`config.mk`:
```
export PLATFORM = sky130hd
export DESIGN_NAME = disp_scan_arbiter
export DESIGN_NICKNAME = d
export VERILOG_FILES = /design/src/rtl/disp_pkg.sv /design/src/rtl/disp_scan_timer.sv /design/src/rtl/disp_scan_arbiter.sv
export SDC_FILE = /design/constraint.sdc
export NUM_CORES = 1
export LEC_CHECK = 0
export CAP_MARGIN = 40
export CORE_UTILIZATION = 55
export DETAILED_ROUTE_END_ITERATION = 8
export DONT_BUFFER_PORTS = 1
export PLACE_DENSITY_LB_ADDON = 0.1
export SLEW_MARGIN = 20
export SYNTH_ARGS = -nofsm -noshare
export SYNTH_HDL_FRONTEND = slang
export SYNTH_SLANG_ARGS = --single-unit
```
`constraint.sdc`:
```
create_clock -name clk -period 2.1 [get_ports clk]
set_clock_uncertainty 0.15 [all_clocks]
set_input_delay 0.105 -clock clk [delete_from_list [all_inputs] [get_ports clk]]
set_output_delay 0.105 -clock clk [all_outputs]
set_load 0.005 [all_outputs]
```
`src/rtl/disp_pkg.sv`:
```
// disp_pkg: shared definitions for the seven-segment display arbiter.
//   - source encoding driven on active_src
//   - FSM state type (show a source / one blank frame)
//   - blank segment pattern and digit count
//   - req_src(): maps mode/alarm_req to the requested source
package disp_pkg;

    localparam int unsigned NUM_DIGITS = 8;

    localparam logic [7:0] SEG_BLANK = 8'h00;

    localparam logic [1:0] SRC_NONE  = 2'd0;
    localparam logic [1:0] SRC_SET   = 2'd1;
    localparam logic [1:0] SRC_CURR  = 2'd2;
    localparam logic [1:0] SRC_ALARM = 2'd3;

    typedef enum logic {
        StShow  = 1'b0,
        StBlank = 1'b1
    } disp_state_e;

    // Alarm preempts the mode selection only when the alarm view is built in.
    function automatic logic [1:0] req_src(input logic [3:0] mode,
                                           input logic       alarm_req,
                                           input logic       alarm_en);
        if (alarm_en && alarm_req) begin
            return SRC_ALARM;
        end else if (mode == 4'd0) begin
            return SRC_SET;
        end else if (mode == 4'd1) begin
            return SRC_CURR;
        end
        return SRC_NONE;
    endfunction

endpackage

```
`src/rtl/disp_scan_timer.sv`:
```
// disp_scan_timer: digit scan and blink timebase.
//   clk_i, rst_i      : clock, synchronous active-high reset
//   idx_o [2:0]       : digit currently scanned, held SCAN_DIV cycles each
//   frame_tick_o      : high on the last cycle of each 8-digit frame
//   phase_o           : blink phase, toggles every BLINK_FRAMES frames
module disp_scan_timer
    import disp_pkg::*;
#(
    parameter int unsigned SCAN_DIV     = 100000,
    parameter int unsigned BLINK_FRAMES = 64
) (
    input  logic       clk_i,
    input  logic       rst_i,
    output logic [2:0] idx_o,
    output logic       frame_tick_o,
    output logic       phase_o
);

    localparam int unsigned DIV_W = (SCAN_DIV > 1) ? $clog2(SCAN_DIV) : 1;
    localparam int unsigned FRM_W = (BLINK_FRAMES > 1) ? $clog2(BLINK_FRAMES) : 1;

    localparam logic [DIV_W-1:0] DIV_LAST = DIV_W'(SCAN_DIV - 1);
    localparam logic [FRM_W-1:0] FRM_LAST = FRM_W'(BLINK_FRAMES - 1);
    localparam logic [2:0]       IDX_LAST = 3'(NUM_DIGITS - 1);

    logic [DIV_W-1:0] div_q, div_d;
    logic [2:0]       idx_q, idx_d;
    logic [FRM_W-1:0] frm_q, frm_d;
    logic             phase_q, phase_d;
    logic             tick;

    always_comb begin
        div_d   = div_q + 1'b1;
        idx_d   = idx_q;
        frm_d   = frm_q;
        phase_d = phase_q;
        tick    = (idx_q == IDX_LAST) && (div_q == DIV_LAST);

        if (div_q == DIV_LAST) begin
            div_d = '0;
            idx_d = idx_q + 3'd1;  // 3-bit wrap 7 -> 0
        end

        if (tick) begin
            if (frm_q == FRM_LAST) begin
                frm_d   = '0;
                phase_d = ~phase_q;
            end else begin
                frm_d = frm_q + 1'b1;
            end
        end
    end

    always_ff @(posedge clk_i) begin
        if (rst_i) begin
            div_q   <= '0;
            idx_q   <= '0;
            frm_q   <= '0;
            phase_q <= 1'b0;
        end else begin
            div_q   <= div_d;
            idx_q   <= idx_d;
            frm_q   <= frm_d;
            phase_q <= phase_d;
        end
    end

    assign idx_o        = idx_q;
    assign frame_tick_o = tick;
    assign phase_o      = phase_q;

endmodule

```
`src/rtl/disp_scan_arbiter.sv`:
```
// disp_scan_arbiter: owns the 8-digit seven-segment display and shares it
// between set-time, current-time and alarm views. Sources change only at a
// frame boundary, always through one blank frame.
//   clk, rst              : clock, synchronous active-high reset
//   mode [3:0]            : 0 set-time, 1 current-time, else no source
//   alarm_req             : alarm view request, preempts mode
//   set_seg/curr_seg/alarm_seg [63:0] : segment bytes, digit i = [8i+7:8i]
//   set_blink [7:0]       : set-time digits to blink
//   oout [7:0], chs [7:0] : registered segment pattern / one-hot digit enable
//   active_src [1:0]      : source shown (0 in the blank frame)
//   frame_tick            : registered end-of-frame pulse
// Build option: define DISP_ALARM_EN to arbitrate and flash the alarm view;
// otherwise alarm_req and alarm_seg have no effect.
module disp_scan_arbiter
    import disp_pkg::*;
#(
    parameter int unsigned SCAN_DIV     = 100000,
    parameter int unsigned BLINK_FRAMES = 64
) (
    input  logic        clk,
    input  logic        rst,
    input  logic [3:0]  mode,
    input  logic        alarm_req,
    input  logic [63:0] set_seg,
    input  logic [7:0]  set_blink,
    input  logic [63:0] curr_seg,
    input  logic [63:0] alarm_seg,
    output logic [7:0]  oout,
    output logic [7:0]  chs,
    output logic [1:0]  active_src,
    output logic        frame_tick
);

`ifdef DISP_ALARM_EN
    localparam logic ALARM_EN = 1'b1;
`else
    localparam logic ALARM_EN = 1'b0;
`endif

    logic [2:0]  idx;
    logic        tick;
    logic        phase;

    disp_scan_timer #(
        .SCAN_DIV     (SCAN_DIV),
        .BLINK_FRAMES (BLINK_FRAMES)
    ) u_timer (
        .clk_i        (clk),
        .rst_i        (rst),
        .idx_o        (idx),
        .frame_tick_o (tick),
        .phase_o      (phase)
    );

    disp_state_e state_q, state_d;
    logic [1:0]  cur_q, cur_d;
    logic [7:0]  oout_q, oout_d;
    logic [7:0]  chs_q, chs_d;
    logic [1:0]  src_q, src_d;
    logic        tick_q;

    logic [1:0]  req;
    logic [63:0] src_bus;
    logic [7:0]  digit_seg;
    logic        blank_digit;

    always_comb begin
        req = req_src(mode, alarm_req, ALARM_EN);

        state_d = state_q;
        cur_d   = cur_q;
        if (tick) begin
            unique case (state_q)
                StShow: begin
                    // req is only looked at on the frame's last cycle, so
                    // mid-frame glitches that return to cur never blank.
                    if (req != cur_q) begin
                        state_d = StBlank;
                    end
                end
                StBlank: begin
                    state_d = StShow;
                    cur_d   = req;
                end
                default: state_d = StShow;
            endcase
        end

        unique case (cur_q)
            SRC_SET:   src_bus = set_seg;
            SRC_CURR:  src_bus = curr_seg;
            SRC_ALARM: src_bus = alarm_seg;
            default:   src_bus = '0;
        endcase
        digit_seg = src_bus[{idx, 3'b000} +: 8];

        blank_digit = 1'b0;
        if ((cur_q == SRC_SET) && phase && set_blink[idx]) begin
            blank_digit = 1'b1;
        end
        if (ALARM_EN && (cur_q == SRC_ALARM) && phase) begin
            blank_digit = 1'b1;
        end

        oout_d = SEG_BLANK;
        chs_d  = '0;
        src_d  = SRC_NONE;
        if (state_q == StShow) begin
            src_d = cur_q;
            if (cur_q != SRC_NONE) begin
                chs_d  = 8'b1 << idx;
                oout_d = blank_digit ? SEG_BLANK : digit_seg;
            end
        end
    end

    always_ff @(posedge clk) begin
        if (rst) begin
            state_q <= StShow;
            cur_q   <= SRC_NONE;
            oout_q  <= SEG_BLANK;
            chs_q   <= '0;
            src_q   <= SRC_NONE;
            tick_q  <= 1'b0;
        end else begin
            state_q <= state_d;
            cur_q   <= cur_d;
            oout_q  <= oout_d;
            chs_q   <= chs_d;
            src_q   <= src_d;
            tick_q  <= tick;
        end
    end

    assign oout       = oout_q;
    assign chs        = chs_q;
    assign active_src = src_q;
    assign frame_tick = tick_q;

endmodule
```
# Yosys cells after proc, flatten, opt, wreduce, memory -nomap -nowiden
# Index checks and enable logic that the tools add are counted.
dict set report totals {
  regBits 49
  out_inout_bits 19
}
dict set report op_classes {
  n_shift 2
  n_reduce_logical 11
  magnitude_cmp 1
  n_addsub 3
  bitwise_logic 3
  n_eq_ne 8
  n_mux 12
}
# op count
set ops {}
lappend ops {{$pmux W64 S3} 1}
lappend ops {{$shiftx A64 B7 Y8} 1}
lappend ops {{$add A17 B1 Y17 const B} 1}
lappend ops {{$eq A17 B17 Y1 const B} 1}
lappend ops {{$shl A1 B3 Y8 const A} 1}
lappend ops {{$add A6 B1 Y6 const B} 1}
lappend ops {{$eq A6 B6 Y1 const B} 1}
lappend ops {{$mux W2} 3}
lappend ops {{$mux W6} 1}
lappend ops {{$mux W1} 5}
lappend ops {{$eq A2 B2 Y1 const B} 2}
lappend ops {{$eq A4 B1 Y1 const B} 1}
lappend ops {{$logic_not A4 Y1} 1}
lappend ops {{$lt A3 B4 Y1 const B} 1}
lappend ops {{$reduce_and A2 Y1} 2}
lappend ops {{$reduce_or A2 Y1} 2}
lappend ops {{$reduce_or A4 Y1} 1}
lappend ops {{$add A3 B1 Y3 const B} 1}
lappend ops {{$bmux W1 S3} 1}
lappend ops {{$eq A3 B3 Y1 const B} 1}
lappend ops {{$logic_and A1 B1 Y1} 3}
lappend ops {{$not A1 Y1} 3}
lappend ops {{$reduce_or A3 Y1} 1}
lappend ops {{$eq A2 B1 Y1 const B} 1}
lappend ops {{3 further kinds} 3}

# Logic depth before layout (Yosys ltp)
# Gate-level depths: netlist of run 1.
dict set report logic_depth {
  word_depth 7
  depth_mapped 8
}

# Modules after synthesis
# Synthesis of run 1 repeated with hierarchy kept, for this count alone.
dict set report hier_totals {
  cells_unflattened 428
  hier_area_um2 3896.2
}
# mod n_inst cells_per_inst area_each_um2 seq_area_each_um2
set by_module_without_submodules {}
lappend by_module_without_submodules {disp_scan_arbiter 1 287 2601.2 440.4}
lappend by_module_without_submodules {disp_scan_timer 1 141 1295.0 540.5}

# Worst setup path after synthesis of run 1
# Ideal clock, no wire load.
dict set report synth_path {
  path_type {reg-to-reg}
  startpoint {register u_timer.div_q[14]}
  endpoint {register u_timer.phase_q (netlist: u_timer.phase_o)}
  path_stages_with_launch 6
  setup_slack_ns -0.060
  arrival_ns 1.886
  synth_period_minus_slack_ns 2.160
  path_buffers 1
  cell_sequence {dfxtp_1 > or4_4 > or4_4 > buf_6 > nor3_4 > mux2_1}
}
dict set report synth_between {
  elab_chain_len 3
}
# element line_no
set synth_lines {}
lappend synth_lines {{start: declaration} disp_scan_timer.sv:26} ;# logic [DIV_W-1:0] div_q, div_d;
lappend synth_lines {{start signal: assignment} disp_scan_timer.sv:61} ;# div_q <= div_d;
lappend synth_lines {{$eq A17 B17 Y1} disp_scan_timer.sv:37} ;# tick = (idx_q == IDX_LAST) && (div_q == DIV_LAST);
lappend synth_lines {{$logic_and A1 B1 Y1} disp_scan_timer.sv:37}
lappend synth_lines {{$reduce_and A2 Y1 (no line)} --}
lappend synth_lines {{end signal: assignment} disp_scan_timer.sv:64} ;# phase_q <= phase_d;
lappend synth_lines {{end: declaration} disp_scan_timer.sv:29} ;# logic phase_q, phase_d;
# Every way passes these cells.
# A chain may end at the register's enable or synchronous reset.

# Final worst setup path of run 1
dict set report layout_path {
  startpoint {register u_timer.div_q[12]}
  endpoint {register u_timer.phase_q (netlist: u_timer.phase_o)}
}
# Same word-level chain as after synthesis.

==> results.toml, run 1 <==
[global_routing]
grt_antenna_before_repair = 0
track_usage_pct = 28.8
grt.overflow.total = 0
via_count_of_the_first_global_routing_pass = 3226
grt_first_pass_wirelength_um = 16100
grt_max_degree = 54

[floorplan]
floorplan.die_area_um2 = 7560
start_util_pct = 57.8
die-width_um = 87.0
die_y_um = 87.0
num_rows = 30
ios = 226
core_region_area_um2 = 6870

[run_status]
violations = "negative setup slack"
status = "finished, violations left"

[route]
drc = 0
route.vias.total = 3274
detailed_route_wire_length_um = 11000
first_pass_iters = 6
drt-initial-drc-count = 151
number_of_nets_with_antenna_violations_after_detailed_routing = 0
post_drt_via_cell_ratio = 6.24
avgRoutedWirePerCell_um = 21.0

[timing]
worst_pin_slew_ns = 0.779
timing.fmax_mhz = 474
totalNegativeSetupSlack_ns = -0.0119
post-route-min-period_ns = 2.11
min_period_over_period_pct = 101
maxSlewViolCount = 0
timing.max_slew.rel_slack_pct = 48.0
hold_viol = 0
rsz0062_at_grt = "true"
setup-violations-final = 1
worst_slack_ns = -0.0119

[logic_synthesis]
yosysWarningCount = 0
post_synth_instance_area_um2 = 3970
yosysSeqAreaShare_pct = 24.7
dominant_combinational_cell_family_by_area_after_synthesis = "multiplexers"
synth.area.mux_share_pct = 36.8
synthAdderAreaFrac_pct = 2.21
yosysTopAreaCellShare_pct = 24.7
synth_simple_gate_area_share_pct = 20.3
yosys_register_bits = 49
compound_cell_area_share_of_the_yosys_netlist_pct = 8.29
synth.top_cells.by_area = "sky130_fd_sc_hd__dfxtp_1 (25%), sky130_fd_sc_hd__mux4_2 (19%), sky130_fd_sc_hd__mux2i_1 (16%), sky130_fd_sc_hd__nand2_1 (7.0%), sky130_fd_sc_hd__o22a_1 (3.5%)"
postSynthCellCount = 419
synth_xor_area_share_pct = 3.09
netlist.top_cell.by_area = "sky130_fd_sc_hd__dfxtp_1"
synth.avg_cell_area_um2 = 9.48
synth.distinct_cells = 49
syn-num-nets = 633

[clock_tree]
clk_root_buffer_cell = "sky130_fd_sc_hd__clkbuf_8"
cts_tree = "yes"
cts-root-to-sink-buffers = 2
worstSkewPairLatency_ns = 0.29
cts_max_level = 2
cts_num_sinks = 49
clk_transition_reported_paths_ns = 0.10
cts_inserted_buffers = 5

[layout]
post_route_cells_drive_above_1_share_pct = 21.0
antenna_cells_inserted = 0
layout.area.seq_um2 = 986
synthToLayoutAreaGrowth_pct = 10.6
finish.cell_count_without_fillers = 525
multiInputGateArea_um2 = 2810
fill_cells = 590
finalNetCount = 642

[run]
max-cap-violations = 0

[setup_path]
critical_path.endpoint_type = "flip-flop"
cp.required_ns = 2.15
start_kind = "flip-flop"
critPathArrivalTime_ns = 2.16
worstPathMaxFanout = 8
timing.setup.critical_path_class = "flip-flop to flip-flop"

[placed_design]
dp_hpwl_um = 9010
place_ws_ns = -0.0226
buffer_ports.inserted = 0
placed_cells_incl_taps = 514
globalplace.congestion = 0.851

[power_and_ir_drop]
leakagePower_nw = 1.35
power_per_cell_area_nw_per_um2 = 396
maximum_vdd_drop_uv = 393

[hold_path]
hp-class = "primary input to flip-flop"
-- placed cells by master, fill, tap and decap left out, types with 11 or more instances in the layout --
cell type                  n
sky130_fd_sc_hd__buf_4    27
sky130_fd_sc_hd__nand3_1  11
sky130_fd_sc_hd__nor2_1   25
sky130_fd_sc_hd__xor2_1   11
sky130_fd_sc_hd__nand2_1  74
sky130_fd_sc_hd__mux4_2   34
sky130_fd_sc_hd__o22a_1   16
sky130_fd_sc_hd__dfxtp_1  47
sky130_fd_sc_hd__mux2i_1  65
sky130_fd_sc_hd__a21oi_1  16
-- metrics by stage --
step | area, um2 | hold WS (ns) | power, mW | util [%]
detailed placement | 4250 | 0.0313 | 1.05 | 61.8
global route | 4390 | 0.0445 | 1.81 | 64.0
finish | 4390 | 0.0299 | 1.74 | 64.0
global placement | 4250 | 0.0286 | 1.05 | 61.8
CTS | 4380 | 0.0282 | 1.76 | 63.7
floorplan | 3980 | 0.169 | 1.04 | -
-- Yosys cell counts (all sizes together) --
master / instances
a2111oi: 1
a211o: 1
a21oi: 16
a311oi: 2
a31o: 1
a31oi: 2
and2: 6
and3: 6
and4: 4
buf: 23
clkbuf: 9
clkinv: 1
dfxtp: 49
ha: 7
inv: 5
mux2: 4
mux2i: 65
mux4: 34
nand2: 74
nand2b: 2
nand3: 11
nand3b: 1
nand4: 7
nand4b: 3
nand4bb: 1
nor2: 25
nor2b: 5
nor3: 3
nor4: 3
o21a: 1
o21ai: 7
o22a: 16
o311ai: 1
or2: 2
or3: 2
or4: 4
or4b: 1
xnor2: 3
xor2: 11
-- worst max-delay path, stage by stage (launching register included) --
cell and delay (ns):
sky130_fd_sc_hd__dfxtp_2 0.33, sky130_fd_sc_hd__or4_4 0.53, sky130_fd_sc_hd__or4_4 0.50, sky130_fd_sc_hd__nor3_4 0.20
sky130_fd_sc_hd__mux2_4 0.31
-- cell families after synthesis --
logic type	Yosys count
mux	103
compound gates	48
xor+xnor	14
simple gates	160
fa+ha+maj	7
buf+inv	38
flops	49
-- final timing paths --
check | slack [ns] | end | from | cells past startpoint
worst max register to register | -0.01 | u_timer.phase_o | u_timer.div_q[12] | 4
worst min-delay path | 0.03 | u_timer.div_q[12] | rst | 3
worst min register to register | 0.32 | active_src[0] | state_q | 1
worst max-delay path | -0.01 | u_timer.phase_o | u_timer.div_q[12] | 4
-- flip-flops by register name (all words and copies together), names as in the netlist --
signal,flops
state_q,1
oout,8
u_timer.idx_o,3
frame_tick,1
u_timer.div_q,17
cur_q,2
u_timer.frm_q,6
u_timer.phase_o,1
chs,8
active_src,2
-- routing by layer --
layer	track usage, %	wire, um	part of all wire, %	vias up
met4	3.48	78	0.71	0
met3	6.35	880	8.0	8
met2	54.8	5630	51	159
li1	-	-	-	1570
met5	0	0	0	-
met1	33.8	4410	40	1537
-- report_power, final --
part           internal (mW)  leakage (nW)  switching [mW]
sequential             0.932         0.396         0.00332
combinational         0.0631         0.888          0.0399
clock                  0.389        0.0617           0.314
-- layout make-up --
| class | instances | area share [%] |
|---|---|---|
| Inverter | 6 | 0.513 |
| Sequential cell | 49 | 22.4 |
| Multi-Input combinational cell | 332 | 64.0 |
| Timing Repair Buffer | 34 | 7.63 |
| Tap cell | 96 | 2.73 |
| Clock buffer | 6 | 1.88 |
| Clock inverter | 2 | 0.826 |
-- repair_timing --
action	in CTS	in global routing
buffers inserted	0	2
hold buffers	1	0
gates cloned	0	0
endpoints found under the hold margin	17	0
pin swaps	0	0
resized for setup	0	1
setup endpoints to repair	1	8
No activity file was read; power rests on OpenSTA's default activity.
==> run 2: changes to the inputs <==
--- a/config.mk
+++ b/config.mk
@@ -6,11 +6,14 @@
 export NUM_CORES = 1
 export LEC_CHECK = 0
 export CAP_MARGIN = 40
-export CORE_UTILIZATION = 55
+export CORE_AREA = 2 2 88 90
 export DETAILED_ROUTE_END_ITERATION = 8
+export DIE_AREA = 0 0 90 92
 export DONT_BUFFER_PORTS = 1
 export PLACE_DENSITY_LB_ADDON = 0.1
 export SLEW_MARGIN = 20
 export SYNTH_ARGS = -nofsm -noshare
 export SYNTH_HDL_FRONTEND = slang
+export SYNTH_HIERARCHICAL = 1
 export SYNTH_SLANG_ARGS = --single-unit
+export TNS_END_PERCENT = 5
==> results.toml, run 2 <==
[clock_tree]
clk_transition_reported_paths_ns = 0.09
cts_tree = "yes"
post_cts_setup_inserts = 0
worstSkewPairLatency_ns = 0.30
cts-root-to-sink-buffers = 2
cts_num_sinks = 49
cts_max_level = 2
clk_root_buffer_cell = "sky130_fd_sc_hd__clkbuf_8"
cts_inserted_buffers = 5

[logic_synthesis]
synth-edff-count = 0
synth.avg_cell_area_um2 = 9.10
synth_top_cells_by_count = "sky130_fd_sc_hd__mux2_2 (52), sky130_fd_sc_hd__dfxtp_1 (49), sky130_fd_sc_hd__nor2_1 (48), sky130_fd_sc_hd__a22oi_1 (32), sky130_fd_sc_hd__a21oi_1 (24)"
synth_simple_gate_area_share_pct = 16.3
yosysTopAreaCellShare_pct = 25.2
dominant_combinational_cell_family_by_area_after_synthesis = "compound AO/OA/AOI/OAI gates"
ffs_w_async_s_r_synth_pct = 0
synthAdderAreaFrac_pct = 1.28
yosysSeqAreaShare_pct = 25.2
post_synth_instance_area_um2 = 3900
compound_cell_area_share_of_the_yosys_netlist_pct = 26.3
syn-num-nets = 639
netlist.top_cell.by_area = "sky130_fd_sc_hd__dfxtp_1"
yosysWarningCount = 6
synth.top_cells.by_area = "sky130_fd_sc_hd__dfxtp_1 (25%), sky130_fd_sc_hd__mux2_2 (15%), sky130_fd_sc_hd__a22oi_1 (6.2%), sky130_fd_sc_hd__nor2_1 (4.6%), sky130_fd_sc_hd__a221oi_1 (4.0%)"
yosys_register_bits = 49
synth_xor_area_share_pct = 3.60
synth.distinct_cells = 54
synth.area.mux_share_pct = 21.1
postSynthCellCount = 428
ys.flop_type = "sky130_fd_sc_hd__dfxtp_1"
synth.most_common_cell = "sky130_fd_sc_hd__mux2_2"

[global_routing]
grt.overflow.total = 0
track_usage_pct = 26.8
grt_antenna_before_repair = 0
via_count_of_the_first_global_routing_pass = 3374
grt_first_pass_wirelength_um = 17700
grt_max_degree = 38

[setup_path]
worst-r2r-setup-slack_ns = 0.10
critical_path.endpoint_type = "flip-flop"
critPathArrivalTime_ns = 2.03
start_kind = "flip-flop"
worstPathMaxFanout = 37
cp.required_ns = 2.13
timing.setup.critical_path_class = "flip-flop to flip-flop"

[layout]
finish.cell_count_without_fillers = 540
antenna_cells_inserted = 0
synthToLayoutAreaGrowth_pct = 10.8
max_flop_register = "u_timer/div_q"
post_route_cells_drive_above_1_share_pct = 25.8
finalNetCount = 648
layout.cells.most_common = "sky130_fd_sc_hd__mux2_2"
largest_reg_flops = 17
most-common-layout-cells = "sky130_fd_sc_hd__mux2_2 (52), sky130_fd_sc_hd__nor2_1 (48), sky130_fd_sc_hd__dfxtp_1 (45)"

[hold_path]
hp-class = "primary input to flip-flop"

[placed_design]
buffer_ports.inserted = 0
placed_cells_incl_taps = 515
dp_hpwl_um = 9060
globalplace.congestion = 0.877

[timing]
hold_viol = 0
totalNegativeSetupSlack_ns = 0
timing.max_slew.rel_slack_pct = 63.2
post-route-min-period_ns = 2.00
rsz0062_at_grt = "false"
min_period_over_period_pct = 95.2
maxSlewViolCount = 0
timing.fmax_mhz = 500
setup-violations-final = 0
worst_pin_slew_ns = 0.553

[power_and_ir_drop]
swShare_pct = 22.1
leakagePower_nw = 1.37
internal_power_mw = 1.26
power_per_cell_area_nw_per_um2 = 374
p_clk_share_pct = 33.5
combinationalPowerShare_pct = 8.4
power.share.sequential_pct = 58.1
maximum_vdd_drop_uv = 325
power.switching_mw = 0.356

[floorplan]
start_util_pct = 52.3
die_y_um = 92
floorplan.die_area_um2 = 8280
num_rows = 32
ios = 226
core_region_area_um2 = 7450
die-width_um = 90

[route]
drc = 0
route.vias.total = 3620
number_of_nets_with_antenna_violations_after_detailed_routing = 0
detailed_route_wire_length_um = 11700
first_pass_iters = 4
avgRoutedWirePerCell_um = 21.7
drt-initial-drc-count = 179
post_drt_via_cell_ratio = 6.70

[run]
max-cap-violations = 0

[run_status]
status = "finished clean"
## run 2: cell count changes after synthesis, sizes merged, moves of 18 or more
cell,change
mux4,-32
nand2,-65
nor2,+23
a211oi,+18
mux2,+58
mux2i,-60
a221oi,+24
a22oi,+32
## run 2: worst paths after layout
path,start,to,cells past startpoint
worst max register to register,cur_q[0],oout[0],6
worst min register to register,u_timer/frm_q[4],u_timer/frm_q[4],2
worst min-delay path,rst,u_timer/frm_q[5],2
worst max-delay path,cur_q[0],oout[0],6
## run 2: per-layer routing
| layer | vias up | wire, um | share of wire (%) | GRT usage, % |
|---|---|---|---|---|
| met5 | - | 0 | 0 | 0 |
| met4 | 0 | 205 | 1.7 | 6.15 |
| met3 | 17 | 620 | 5.3 | 3.94 |
| met2 | 152 | 5960 | 51 | 45.8 |
| met1 | 1759 | 4960 | 42 | 36.0 |
| li1 | 1692 | - | - | - |
## run 2: repair_timing
action / 4_1_cts / 5_1_grt
hold endpoints to repair: 24 / 0
gates resized for setup: 0 / 6
setup endpoints to repair: 0 / 13
hold buffers: 17 / 0
## run 2: cell type report
type / count / area (um2)
Clock buffer: 8 / 80.1
Fill cell: 684 / 3130
Inverter: 7 / 26.3
Multi-Input combinational cell: 336 / 2700
Sequential cell: 49 / 988
Tap cell: 102 / 128
Timing Repair Buffer: 38 / 397
## run 2: critical path: stages, from the launching register on
cell	delay, ns
sky130_fd_sc_hd__dfxtp_4	0.39
sky130_fd_sc_hd__buf_12	0.21
sky130_fd_sc_hd__mux2_2	0.36
sky130_fd_sc_hd__a22oi_1	0.14
sky130_fd_sc_hd__a21oi_1	0.14
sky130_fd_sc_hd__a2111oi_2	0.40
sky130_fd_sc_hd__nor3_1	0.07
## run 2: logic make-up after synthesis
logic type	Yosys count
AO/OA/AOI/OAI	129
XOR/XNOR	16
adder cells (fa/ha/maj)	4
buffers and inverters	43
flip-flops	49
multiplexers	69
AND/OR/NAND/NOR	118
## run 2: power by group through the flow
| stage | logic, mW | registers, mW | clock network [mW] |
|---|---|---|---|
| after floorplan | 0.0861 | 0.960 | 0 |
| after global placement | 0.103 | 0.958 | 0 |
| after detailed placement | 0.104 | 0.959 | 0 |
| after CTS | 0.134 | 0.937 | 0.549 |
| after global routing | 0.146 | 0.938 | 0.594 |
| final | 0.136 | 0.937 | 0.540 |
## run 2: stage by stage
stage	hold slack, ns	instance area [um2]	setup WS (ns)	power (mW)	util, %
after floorplan	0.0241	3900	0.194	1.05	-
after CTS	0.00892	4290	0.0296	1.62	57.7
after global placement	0.0255	4040	0.0858	1.06	54.3
final	0.0107	4320	0.101	1.61	58.0
after detailed placement	0.0249	4040	0.0602	1.06	54.3
after global routing	0.00947	4320	0.00240	1.68	58.0
==> run 3: changes to the inputs <==
--- a/config.mk
+++ b/config.mk
@@ -10,6 +10,7 @@
 export DETAILED_ROUTE_END_ITERATION = 8
 export DIE_AREA = 0 0 90 92
 export DONT_BUFFER_PORTS = 1
+export MAX_ROUTING_LAYER = met4
 export PLACE_DENSITY_LB_ADDON = 0.1
 export SLEW_MARGIN = 20
 export SYNTH_ARGS = -nofsm -noshare
==> results.toml, run 3 (synthesis results as in run 2) <==
[layout]
synthToLayoutAreaGrowth_pct = 10.8
post_route_cells_drive_above_1_share_pct = 25.8
most-common-layout-cells = "sky130_fd_sc_hd__mux2_2 (52), sky130_fd_sc_hd__nor2_1 (48), sky130_fd_sc_hd__dfxtp_1 (45)"
largest_reg_flops = 17
max_flop_register = "u_timer/div_q"
postLayoutCellArea_um2 = 4320
antenna_cells_inserted = 0
layout.cells.most_common = "sky130_fd_sc_hd__mux2_2"
finalNetCount = 648
fill_cells = 684

[timing]
timing.max_slew.rel_slack_pct = 62.7
hold_viol = 0
rsz0062_at_grt = "false"
maxSlewViolCount = 0
worst_slack_ns = 0.0932
min_period_over_period_pct = 95.6
setup-violations-final = 0
worst_pin_slew_ns = 0.560
timing.fmax_mhz = 498
totalNegativeSetupSlack_ns = 0
post-route-min-period_ns = 2.01

[global_routing]
grt.overflow.total = 0
grt_antenna_before_repair = 0
grt_max_degree = 38
via_count_of_the_first_global_routing_pass = 3374
grt_first_pass_wirelength_um = 17800
track_usage_pct = 27.7

[clock_tree]
clk_transition_reported_paths_ns = 0.09
post_cts_setup_inserts = 0
worstSkewPairLatency_ns = 0.30
cts_tree = "yes"
cts-root-to-sink-buffers = 2
cts_max_level = 2
clk_root_buffer_cell = "sky130_fd_sc_hd__clkbuf_8"
cts_num_sinks = 49
cts_inserted_buffers = 5

[route]
first_pass_iters = 5
post_drt_via_cell_ratio = 6.71
number_of_nets_with_antenna_violations_after_detailed_routing = 0
route.vias.total = 3626
drc = 0
avgRoutedWirePerCell_um = 21.7
detailed_route_wire_length_um = 11700
drt-initial-drc-count = 178

[power_and_ir_drop]
finalPower_mw = 1.61
leakagePower_nw = 1.37
maximum_vdd_drop_uv = 324
power_per_cell_area_nw_per_um2 = 372

[floorplan]
ios = 226
core_region_area_um2 = 7450
die_y_um = 92
num_rows = 32
floorplan.die_area_um2 = 8280
start_util_pct = 52.3
die-width_um = 90

[placed_design]
globalplace.congestion = 0.892
buffer_ports.inserted = 0
place_ws_ns = 0.0602
placed_area_um2 = 4040
dp_hpwl_um = 9060

[setup_path]
rr_worst_depth = 6
critical_path.endpoint_type = "flip-flop"
start_kind = "flip-flop"
worstPathMaxFanout = 37
critPathArrivalTime_ns = 2.04
timing.setup.critical_path_class = "flip-flop to flip-flop"
cp.required_ns = 2.13

[hold_path]
hp-class = "primary input to flip-flop"
min_delay_path_depth = 2

[run_status]
status = "finished clean"

[run]
max-cap-violations = 0
run 3: cell counts in the layout (fill, tap and decap cells not counted):
Identical to the previous run, type by type.
run 3: timing repair:
| item | CTS | global route |
|---|---|---|
| gates resized for setup | 0 | 6 |
| hold endpoints to repair | 24 | 0 |
| hold buffers | 17 | 0 |
| setup endpoints to repair | 0 | 13 |
run 3: final cells by class:
| class | count | area [um2] | area share, % |
|---|---|---|---|
| sequential | 49 | 988 | 22.9 |
| clock buffer | 8 | 80.1 | 1.86 |
| tap | 102 | 128 | 2.96 |
| inverter | 7 | 26.3 | 0.609 |
| multi-input combinational | 336 | 2700 | 62.5 |
| timing repair buffer | 38 | 397 | 9.19 |
run 3: critical path, stage by stage (launching register included):
cell,delay [ns]
sky130_fd_sc_hd__dfxtp_4,0.39
sky130_fd_sc_hd__buf_12,0.21
sky130_fd_sc_hd__mux2_2,0.36
sky130_fd_sc_hd__a22oi_1,0.14
sky130_fd_sc_hd__a21oi_1,0.14
sky130_fd_sc_hd__a2111oi_2,0.40
sky130_fd_sc_hd__nor3_1,0.08
run 3: power breakdown:
part | switching [mW] | internal, mW | leakage [nW]
clock network | 0.296 | 0.237 | 0.0395
logic | 0.0482 | 0.0875 | 0.936
registers | 0.00509 | 0.932 | 0.397
run 3: through the flow:
step / utilization, % / hold WS, ns / cells
final: 58.0 / 0.0127 / 540
after global routing: 58.0 / 0.00947 / 540
after CTS: 57.7 / 0.00892 / 540
after detailed placement: 54.3 / 0.0249 / 515
after global placement: 54.3 / 0.0255 / 515
after floorplan: - / 0.0241 / 428
run 3: layer usage:
layer / global-route usage, % / routed length [um] / vias to the layer above
met5: - / 0 / -
met4: 6.15 / 204 / 0
met3: 4.03 / 613 / 16
met2: 45.6 / 5920 / 158
met1: 36.3 / 4980 / 1761
li1: - / - / 1691
run 3: path summary, 6_finish.rpt:
path	slack [ns]	start	to
max	0.09	cur_q[0]	oout[0]
min	0.01	rst	u_timer/frm_q[5]
max reg2reg	0.09	cur_q[0]	oout[0]
min reg2reg	0.35	u_timer/frm_q[4]	u_timer/frm_q[4]
